`src/rtl/mem_access_ctrl.sv`:
```
// mem_access_ctrl
//
// Purpose:
//   Sits directly upstream of a 1024 x 8 level-sensitive RAM and is the only
//   agent driving its Enable/ReadWrite/Address/DataIn pins. Accepts single or
//   burst (1..2**LEN_WIDTH beats) read/write requests over a valid/ready
//   handshake. Each write beat is sequenced SETUP -> STROBE -> HOLD so that
//   address, data and direction are stable for the whole strobe. Read data is
//   returned over a valid/ready stream with a last-beat marker.
//
// Ports:
//   Clock, Reset         single clock, synchronous active-high reset
//   ReqValid/ReqReady    request handshake (ReqReady high only in IDLE)
//   ReqReadWrite         1 = read, 0 = write
//   ReqAddress           first beat address
//   ReqLength            number of beats minus one
//   WrValid/WrReady      write beat handshake (WrReady high only in WR_WAIT)
//   WrData               write beat data
//   RdValid/RdReady      read beat handshake
//   RdData, RdLast       registered read beat data and final-beat marker
//   Busy                 controller is not idle
//   MemEnable            RAM Enable (registered)
//   MemReadWrite         RAM ReadWrite (registered, 1 = read)
//   MemAddress           RAM Address (registered)
//   MemDataIn            RAM DataIn (registered)
//   MemDataOut           RAM DataOut
module mem_access_ctrl #(
  parameter int ADDR_WIDTH = 10,
  parameter int DATA_WIDTH = 8,
  parameter int LEN_WIDTH  = 4
) (
  input  logic                  Clock,
  input  logic                  Reset,
  input  logic                  ReqValid,
  output logic                  ReqReady,
  input  logic                  ReqReadWrite,
  input  logic [ADDR_WIDTH-1:0] ReqAddress,
  input  logic [LEN_WIDTH-1:0]  ReqLength,
  input  logic                  WrValid,
  output logic                  WrReady,
  input  logic [DATA_WIDTH-1:0] WrData,
  output logic                  RdValid,
  input  logic                  RdReady,
  output logic [DATA_WIDTH-1:0] RdData,
  output logic                  RdLast,
  output logic                  Busy,
  output logic                  MemEnable,
  output logic                  MemReadWrite,
  output logic [ADDR_WIDTH-1:0] MemAddress,
  output logic [DATA_WIDTH-1:0] MemDataIn,
  input  logic [DATA_WIDTH-1:0] MemDataOut
);

  typedef enum logic [2:0] {
    IDLE,
    WR_WAIT,
    WR_SETUP,
    WR_STROBE,
    WR_HOLD,
    RD_DRIVE,
    RD_OUT
  } state_t;

  state_t state;
  state_t next_state;

  // Beats remaining after the current one; zero means this is the last beat.
  logic [LEN_WIDTH-1:0] beat_count;

  logic req_fire;
  logic wr_fire;
  logic rd_fire;
  logic last_beat;

  assign ReqReady  = (state == IDLE);
  assign WrReady   = (state == WR_WAIT);
  assign Busy      = (state != IDLE);
  assign req_fire  = ReqValid & ReqReady;
  assign wr_fire   = WrValid & WrReady;
  assign rd_fire   = RdReady & RdValid & (state == RD_OUT);
  assign last_beat = (beat_count == '0);

  // Next-state logic. The direction of a burst is encoded by which branch of
  // the state machine it runs in, so no separate direction register is kept.
  always_comb begin
    next_state = state;
    case (state)
      IDLE: begin
        if (req_fire) begin
          next_state = ReqReadWrite ? RD_DRIVE : WR_WAIT;
        end
      end
      WR_WAIT: begin
        if (wr_fire) begin
          next_state = WR_SETUP;
        end
      end
      WR_SETUP:  next_state = WR_STROBE;
      WR_STROBE: next_state = WR_HOLD;
      WR_HOLD:   next_state = last_beat ? IDLE : WR_WAIT;
      RD_DRIVE:  next_state = RD_OUT;
      RD_OUT: begin
        if (rd_fire) begin
          next_state = RdLast ? IDLE : RD_DRIVE;
        end
      end
      default:   next_state = IDLE;
    endcase
  end

  // State register plus all registered RAM-side and read-stream outputs.
  // Every Mem* pin is set on the edge that enters the state needing it, so
  // the pins never glitch and never move while MemEnable is high: address
  // and data only change on edges where MemEnable is already low or is
  // being raised for a read (the RAM only drives data, so that is harmless).
  always_ff @(posedge Clock) begin
    if (Reset) begin
      state        <= IDLE;
      beat_count   <= '0;
      MemEnable    <= 1'b0;
      MemReadWrite <= 1'b1;
      MemAddress   <= '0;
      MemDataIn    <= '0;
      RdValid      <= 1'b0;
      RdLast       <= 1'b0;
      RdData       <= '0;
    end else begin
      state <= next_state;
      case (state)
        IDLE: begin
          if (req_fire) begin
            MemAddress <= ReqAddress;
            beat_count <= ReqLength;
            // A read drives the RAM immediately so data is ready next edge.
            MemEnable  <= ReqReadWrite;
          end
        end
        WR_WAIT: begin
          if (wr_fire) begin
            MemDataIn    <= WrData;
            MemReadWrite <= 1'b0;
          end
        end
        WR_SETUP: begin
          MemEnable <= 1'b1;
        end
        WR_STROBE: begin
          MemEnable <= 1'b0;
        end
        WR_HOLD: begin
          // The strobe is over, so the pins may move again. Direction goes
          // back to read between beats as well as at the end of the burst.
          MemReadWrite <= 1'b1;
          if (!last_beat) begin
            MemAddress <= MemAddress + 1'b1;
            beat_count <= beat_count - 1'b1;
          end
        end
        RD_DRIVE: begin
          RdData    <= MemDataOut;
          RdLast    <= last_beat;
          RdValid   <= 1'b1;
          MemEnable <= 1'b0;
        end
        RD_OUT: begin
          if (rd_fire) begin
            RdValid <= 1'b0;
            RdLast  <= 1'b0;
            if (!RdLast) begin
              MemAddress <= MemAddress + 1'b1;
              beat_count <= beat_count - 1'b1;
              MemEnable  <= 1'b1;
            end
          end
        end
        default: ;
      endcase
    end
  end

endmodule

```
`config.mk`:
```
export PLATFORM = sky130hd
export DESIGN_NAME = mem_access_ctrl
export DESIGN_NICKNAME = d
export VERILOG_FILES = /design/src/rtl/mem_access_ctrl.sv
export SDC_FILE = /design/constraint.sdc
export NUM_CORES = 1
export LEC_CHECK = 0
export CAP_MARGIN = 25
export CELL_PAD_IN_SITES_DETAIL_PLACEMENT = 2
export CELL_PAD_IN_SITES_GLOBAL_PLACEMENT = 2
export CORE_UTILIZATION = 26
export DETAILED_ROUTE_END_ITERATION = 8
export HOLD_SLACK_MARGIN = 0.08
export PLACE_DENSITY = 0.82
export SETUP_SLACK_MARGIN = 0.15
export SLEW_MARGIN = 25
export SYNTH_ARGS = -nofsm -noshare
export SYNTH_HDL_FRONTEND = slang
export SYNTH_SLANG_ARGS = --single-unit
```
`constraint.sdc`:
```
create_clock -name Clock -period 4.3 [get_ports Clock]
set_input_delay 0.86 -clock Clock [delete_from_list [all_inputs] [get_ports Clock]]
set_output_delay 0.86 -clock Clock [all_outputs]
set_load 0.05 [all_outputs]
```
# Word-level counts from Yosys, hierarchy flattened
# Index checks and enable logic that the tools add are counted.
[classes] n_addsub=2 muxes=26 div_mod_pow=0 multipliers=0 n_shift=0 n_reduce_logical=14 magnitude_cmp=0 n_eq_ne=11 n_bitwise=4
[op_table] operator="$mux 10" count=4
[op_table] operator="$pmux 10 s3" count=1
[op_table] operator="$pmux 3 s7" count=1
[op_table] operator="$mux 4" count=4
[op_table] operator="$mux 3" count=5
[op_table] operator="$pmux 4 s3" count=1
[op_table] operator="$add 10x1->10 const B" count=1
[op_table] operator="$eq 3x3->1 const B" count=3
[op_table] operator="$eq 3x2->1 const B" count=2
[op_table] operator="$mux 1" count=6
[op_table] operator="$ne 2x2->1 const B" count=3
[op_table] operator="$pmux 1 s2" count=3
[op_table] operator="$reduce_and 2->1" count=3
[op_table] operator="$reduce_bool 3->1" count=2
[op_table] operator="$reduce_and 5->1" count=1
[op_table] operator="$and 1x1->1" count=4
[op_table] operator="$logic_not 4->1" count=1
[op_table] operator="$ne 2x1->1 const B" count=2
[op_table] operator="$pmux 1 s4" count=1
[op_table] operator="$reduce_and 4->1" count=1
[op_table] operator="$reduce_bool 2->1" count=2
[op_table] operator="$reduce_bool 4->1" count=1
[op_table] operator="$sub 4x1->4 const B" count=1
[op_table] operator="$eq 3x1->1 const B" count=1
[op_table] operator="other kinds (3)" count=3
[word_totals] inputBits=36 latch_bits=0 word_cells=66 mem_bits_rw=0 register_bits=37 out_inout_bits=33 n_memories=0 mem_bits_ro=0

# Logic depth before layout (Yosys ltp)
# Gate-level depths: netlist (run 1).
[logic_depth] depth_word=4 ltp_mapped=7 depth_no_buf=6

# Least setup slack after synthesis (run 1)
# No wires, ideal clock.
[synth_path] path_kind="flip-flop to output port" from="reg state[0]" to="out WrReady" stages_incl_launch_ff=4 path_buffers=1 path_slack_ps=1561 t_arrival_ps=1879 t_required_ps=3440 path_cell_list="dfxtp_1 > clkbuf_1 > inv_1 > nor3_1"
[synth_between] elab_chain_cells=1
[synth_lines] element="start, declared" line="64" text="state_t state;"
[synth_lines] element="start signal, assigned" line="128" text="state <= next_state;"
[synth_lines] element="$eq 3x1->1" line="76" text="assign WrReady = (state == WR_WAIT);"
[synth_lines] element="end, declared" line="40" text="output logic WrReady,"
# No other way between the ends.

# Final worst setup path (run 1)
[layout_path] from="reg state[2]" to="out Busy"
[layout_between] elab_chain_cells=1
[layout_lines] element="$reduce_bool 3->1" line="77" text="assign Busy = (state != IDLE);"
[layout_lines] element="end, declared" line="46" text="output logic Busy,"
# No other way between the ends.

==> impl_metrics.csv, run 1 <==
group,metric,value,unit
drt,wl_per_cell,16.57,µm
sta,period_share,0.7207,
final_layout,filler_cell_count,804,
cts,cts-resized-gates,0,
synthesis,synth_cells,239,
grt,grt_pass1_vias,2170,
drt,routed_wl,6577,µm
synthesis,syn_area,1879,µm²
hold_path,hold_depth,2,
synthesis,synth.largest_area_cell,"dfxtp_1",
grt,antenna_found_initial,0,
floorplan,pin_count,69,
synthesis,avgSynthCellArea,7.863,µm²
placed_design,numPortBuffers,68,
cts,cts_root_buf,"clkbuf_8",
floorplan,dieArea,7572,µm²
placed_design,post-dp-hpwl,4801,µm
synthesis,synth_area_leaders,"dfxtp_1, nand2_1, a21oi_1, o22ai_1, a221oi_2",
placed_design,placed_cell_area,2625,µm²
power_and_ir_drop,power_density,390.5,nW/µm²
synthesis,postSynth.asyncResetShare,0,
final_layout,final_cell_area,2708,µm²
power_and_ir_drop,p_leak,0.0009128,µW
run_status,outcome,"completed",
cts,cts_setup_buffers,0,
final_layout,layout-drive-gt1-share,0.05316,
hold_path,hold_start,"RdData[5]$_SDFFE_PP0N_",
sta,hold_slack,456.3,ps
final_layout,num-nets-final,338,
grt,grt_start_max_net_pins,35,
drt,dr.pass1.iters,4,
synthesis,ys_ff_latch,37,
final_layout,final_common_cell,"clkdlybuf4s50_1",
hold_path,holdPathEnd,"RdData[5]$_SDFFE_PP0N_",
sta,tightest_slew,757.2,ps
sta,maxSlewViolCount,0,
cts,numClockSinks,37,
sta,fmax,322.7,MHz
synthesis,yosys_warnings,0,
setup_path,cp-end-kind,"output port",
setup_path,r2r_slack,2050,ps
grt,grt-ovfl-total,0,
final_layout,final_cell_mix,"clkdlybuf4s50_1, nand2_1, dfxtp_1",
floorplan,initial_utilization,0.2721,
floorplan,rows,30,
floorplan,die_x,87.02,µm
sta,period_needed,3099,ps
cts,ctsHoldBuffers,0,
setup_path,worstPathMaxFanout,22,
sta,fin_skew,9.929,ps
setup_path,cp.arrival,2240,ps
final_layout,syn_to_final_growth,44.07,%
hold_path,min_path_type,"reg2reg",
setup_path,r2r-end,"MemAddress[9]$_SDFFE_PP0P_",
synthesis,synth-edff-count,0,
drt,ant_nets,0,
sta,setup_tns,0,ps
cts,htree_levels,2,
setup_path,worstSetupPathType,"reg2out",
drt,via_per_inst,5.076,
grt,grt_usage,0.1846,
cts,cts_tree,"yes",
final_layout,n_antenna_cell,0,
setup_path,reg2regPathDepth,4,
final_layout,stdcell_count,397,
sta,hold_viol_final,0,
setup_path,critPathRequiredTime,3440,ps
cts,clk_pin_slew,70,ps
drt,vias,2015,
cts,cts_buffers,5,
sta,rsz0062_at_grt,"no",
placed_design,gp_congestion,0.7603,
synthesis,synth_top_flop_cell,"dfxtp_1",
setup_path,regToRegStartpoint,"state[2]$_SDFFE_PP0P_",
setup_path,cp-start-kind,"flip-flop",
sta,max-slew-margin-rel,0.4945,
drt,drtIter0Drc,60,
sta,setup_viol,0,
drt,drc,0,
synthesis,synth_top_area_share,0.3941,
power_and_ir_drop,peakVddDrop,0.1253,mV
cts,cts_max_path_buffers,2,
floorplan,die_y,87.02,µm
floorplan,core,6907,µm²
cts,clkLatencyLatePin,300,ps
synthesis,ys_types,46,
synthesis,yosysSeqAreaShare,0.3941,
synthesis,synth_nets,277,
grt,grt_pass1_wl,10690,µm
placed_design,dp.cells,389,
run,maxCapViolations,0,
[state kept, by name, indices dropped and copies added, names as in the netlist]
register	count
RdValid	1
MemReadWrite	1
RdLast	1
MemAddress	10
RdData	8
MemDataIn	8
MemEnable	1
beat_count	4
state	3
[kinds of logic after synthesis]
kind of cell               count (synthesis)  synth area share
AOI/OAI and AO/OA                         77            0.2816
buffers and inverters                     27           0.06126
DFF                                       37            0.3941
adders and majority gates                  2           0.01331
and+or+nand+nor                           96            0.2497
[worst max-delay path: stages (launching register included)]
cell and delay (ps):
dfxtp_1 810, nor2_1 190, nand2_1 150, clkdlybuf4s50_1 800
[cells in the mapped netlist, types with 2 or more instances]
library cell / instances
nand3b_1: 6
buf_2: 2
o22ai_1: 10
inv_1: 10
a32o_1: 2
o32ai_1: 2
nor2b_1: 4
a22oi_1: 2
nor2_1: 4
and2_1: 2
dfxtp_1: 37
o21ai_1: 2
clkbuf_1: 13
ha_1: 2
nor3_1: 6
o31a_1: 2
and4_1: 2
a31oi_1: 3
a221oi_2: 4
a21oi_1: 30
nand4_1: 5
o221ai_1: 2
nand2_1: 53
o21ai_0: 6
nand3_1: 5
and3_1: 3
[metrics by stage]
step | power [µW] | setup WS, ps | util
3_3_place_gp | 815.6 | 1594 | 0.3801
6_report | 1057 | 1201 | 0.3920
3_5_place_dp | 829.8 | 1512 | 0.3801
5_1_grt | 1115 | 1075 | 0.3920
4_1_cts | 1072 | 1185 | 0.3917
2_1_floorplan | 682.6 | 1561 | -
[metal layers]
layer,part of all wire,GRT usage,wire length [µm]
met1,0.44,0.2160,2865
met4,0.012,0.05455,79
met5,0,0,0
met2,0.50,0.3307,3312
met3,0.049,0.04645,319
[cell type report]
class	instances	area [µm²]	share of cell area
multi-input cells	175	1026	0.3789
well taps	96	120.1	0.04436
flip-flops and latches	37	740.7	0.2736
clock buffers	8	80.08	0.02957
inverters	10	37.54	0.01386
repair buffers	71	703.2	0.2597
[power breakdown]
part	total, µW	internal, µW	switching [µW]	leakage (µW)
logic	390	151	239	0.000571
clock network	239	115	124	0.0000395
registers	428	377	51.1	0.000302
total	1060	643	414	0.000913
[how the worst max path moves through the flow]
stage                          start  endpoint  slack (ps)
2_1_floorplan  state[0]$_SDFFE_PP0P_   WrReady        1560
3_3_place_gp   state[2]$_SDFFE_PP0P_      Busy        1590
3_5_place_dp   state[2]$_SDFFE_PP0P_      Busy        1510
4_1_cts        state[2]$_SDFFE_PP0P_      Busy        1190
5_1_grt        state[2]$_SDFFE_PP0P_      Busy        1080
6_report       state[2]$_SDFFE_PP0P_      Busy        1200
No activity file was read; power rests on OpenSTA's default activity.
==> run 2, diff against run 1 <==
--- a/config.mk
+++ b/config.mk
@@ -8,10 +8,10 @@
 export CAP_MARGIN = 25
 export CELL_PAD_IN_SITES_DETAIL_PLACEMENT = 2
 export CELL_PAD_IN_SITES_GLOBAL_PLACEMENT = 2
-export CORE_UTILIZATION = 26
+export CORE_UTILIZATION = 22
 export DETAILED_ROUTE_END_ITERATION = 8
 export HOLD_SLACK_MARGIN = 0.08
-export PLACE_DENSITY = 0.82
+export PLACE_DENSITY = 0.74
 export SETUP_SLACK_MARGIN = 0.15
 export SLEW_MARGIN = 25
 export SYNTH_ARGS = -nofsm -noshare
==> constraint.sdc (replaced) <==
create_clock -name Clock -period 2.8 [get_ports Clock]
set_input_delay 0.56 -clock Clock [delete_from_list [all_inputs] [get_ports Clock]]
set_output_delay 0.56 -clock Clock [all_outputs]
set_load 0.05 [all_outputs]
==> run 2 against run 1 <==
Clock-buffer cell count fell by 1. Sequential share of layout area down 0.71 points. Clock skew increased by 6.9 ps. Via count rose by 2.6%. Combinational power rose by 64%. Sequential cell count unchanged.
==> impl_metrics.csv, run 2 (same netlist as run 1, synthesis figures left out) <==
group,metric,value,unit
run_status,outcome,"completed",
grt,grt_start_max_net_pins,35,
power_and_ir_drop,p_leak,0.0009544,µW
floorplan,initial_utilization,0.2276,
final_layout,num-nets-final,342,
setup_path,slowest_stage,"clkdlybuf4s50_1",
cts,ctsHoldBuffers,0,
setup_path,worstSetupPathType,"reg2out",
drt,vias,2067,
setup_path,cp-end-kind,"output port",
sta,setup_viol,0,
power_and_ir_drop,peakVddDrop,0.2115,mV
sta,period_share,0.8471,
sta,fmax,421.6,MHz
setup_path,critPathTopFamily,"buffers and inverters",
floorplan,dieArea,8916,µm²
setup_path,path_cells,"nor2_1 -> nand2_1 -> inv_1 -> clkdlybuf4s50_1",
cts,htree_levels,2,
cts,cts_root_buf,"clkbuf_8",
floorplan,rows,33,
final_layout,n_antenna_cell,0,
final_layout,finish.utilization,0.3367,
grt,grt_usage,0.1579,
placed_design,post-dp-hpwl,4745,µm
drt,drc,0,
setup_path,r2r_slack,660,ps
final_layout,syn_to_final_growth,47.94,%
run,maxCapViolations,0,
placed_design,placed_cell_area,2664,µm²
drt,routed_wl,6725,µm
setup_path,crit_path_max_incr_delay,790,ps
cts,cts_buffers,5,
floorplan,pin_count,69,
sta,hold_viol_final,0,
setup_path,cp.arrival,1810,ps
final_layout,final_common_cell,"clkdlybuf4s50_1",
drt,via_per_inst,5.041,
floorplan,die_x,94.43,µm
cts,clkLatencyLatePin,300,ps
drt,ant_nets,0,
cts,cts-resized-gates,0,
setup_path,cp_num_buf_inv,2,
final_layout,layout-drive-gt1-share,0.07213,
drt,wl_per_cell,16.40,µm
grt,antenna_found_initial,0,
cts,clk_pin_slew,80,ps
floorplan,die_y,94.43,µm
power_and_ir_drop,total_power,1761,µW
placed_design,gp_congestion,0.7467,
setup_path,worstPathMaxFanout,4,
setup_path,cp-start-kind,"flip-flop",
drt,drtIter0Drc,72,
final_layout,final_cell_area,2780,µm²
power_and_ir_drop,power_density,633.4,nW/µm²
cts,numClockSinks,37,
cts,cts_setup_buffers,0,
placed_design,numPortBuffers,68,
sta,max-slew-margin-rel,0.6288,
sta,setup_tns,0,ps
cts,cts_max_path_buffers,2,
final_layout,largest_registers,"MemAddress: 10 flops, MemDataIn: 8 flops, RdData: 8 flops",
sta,period_needed,2372,ps
final_layout,final_cell_mix,"clkdlybuf4s50_1, nand2_1, dfxtp_1",
final_layout,filler_cell_count,993,
drt,dr.pass1.iters,4,
final_layout,stdcell_count,410,
hold_path,min_path_type,"reg2reg",
grt,grt_pass1_wl,10830,µm
grt,grt-ovfl-total,0,
final_layout,largest_reg_flops,10,
grt,grt_pass1_vias,2158,
sta,fin_skew,16.81,ps
final_layout,top_register,"MemAddress",
sta,rsz0062_at_grt,"no",
placed_design,dp.cells,402,
setup_path,critPathRequiredTime,2240,ps
sta,tightest_slew,555.6,ps
floorplan,core,8258,µm²
cts,cts_tree,"yes",
sta,maxSlewViolCount,0,
-- run 2: cell count changes in the layout (fill, tap and decap cells not counted) --
cell | previous run | this run
nor2b_1 | 3 | 4
nor2b_2 | 1 | 0
bufinv_16 | 0 | 1
buf_4 | 3 | 8
clkdlybuf4s50_1 | 68 | 67
clkbuf_8 | 5 | 6
clkbuf_1 | 3 | 1
-- run 2: per-stage QoR --
stage | setup WS [ps] | hold WS, ps
CTS | 393.2 | 463.5
detailed placement | 511.9 | 451.7
floorplan | 361.1 | 456.8
finish | 428.1 | 456.4
global placement | 561.6 | 442.5
global route | 332.6 | 483.7
-- run 2: where the power goes --
part           total [µW]  switching, µW  internal [µW]
Sequential            631           52.6            578
Combinational         638            398            240
Clock                 492            201            291
Total                1760            652           1110
-- run 2: area by class of cell --
class	count	area (µm²)	share of cell area
Multi-Input combinational cell	175	1023	0.3681
Sequential cell	37	740.7	0.2664
Timing Repair Buffer	75	730.7	0.2628
Tap cell	105	131.4	0.04725
Clock buffer	7	86.33	0.03105
Inverter	10	37.54	0.01350
Clock inverter	1	30.03	0.01080
-- run 2: tightest hold or removal path, cell delays in order, from the launching register on --
cell     delay [ps]
dfxtp_1         310
nand2_1          50
a21oi_1          50
-- run 2: final timing paths --
path	startpoint	endpoint	depth (start not counted)
min	MemDataIn[0]$_SDFFE_PP0P_	MemDataIn[0]$_SDFFE_PP0P_	2
max	state[1]$_SDFFE_PP0P_	ReqReady	4
min reg2reg	MemDataIn[0]$_SDFFE_PP0P_	MemDataIn[0]$_SDFFE_PP0P_	2
max reg2reg	beat_count[0]$_SDFFE_PP0P_	MemAddress[2]$_SDFFE_PP0P_	6
-- run 2: metal layers --
layer  vias up  share of wire  wire, µm  track usage
li1        999              -         -            -
met1      1007           0.46      3089       0.1941
met2        52           0.47      3163       0.2693
met3         9          0.055       367      0.03704
met4         0          0.016       105      0.05256
met5         -              0         0            0
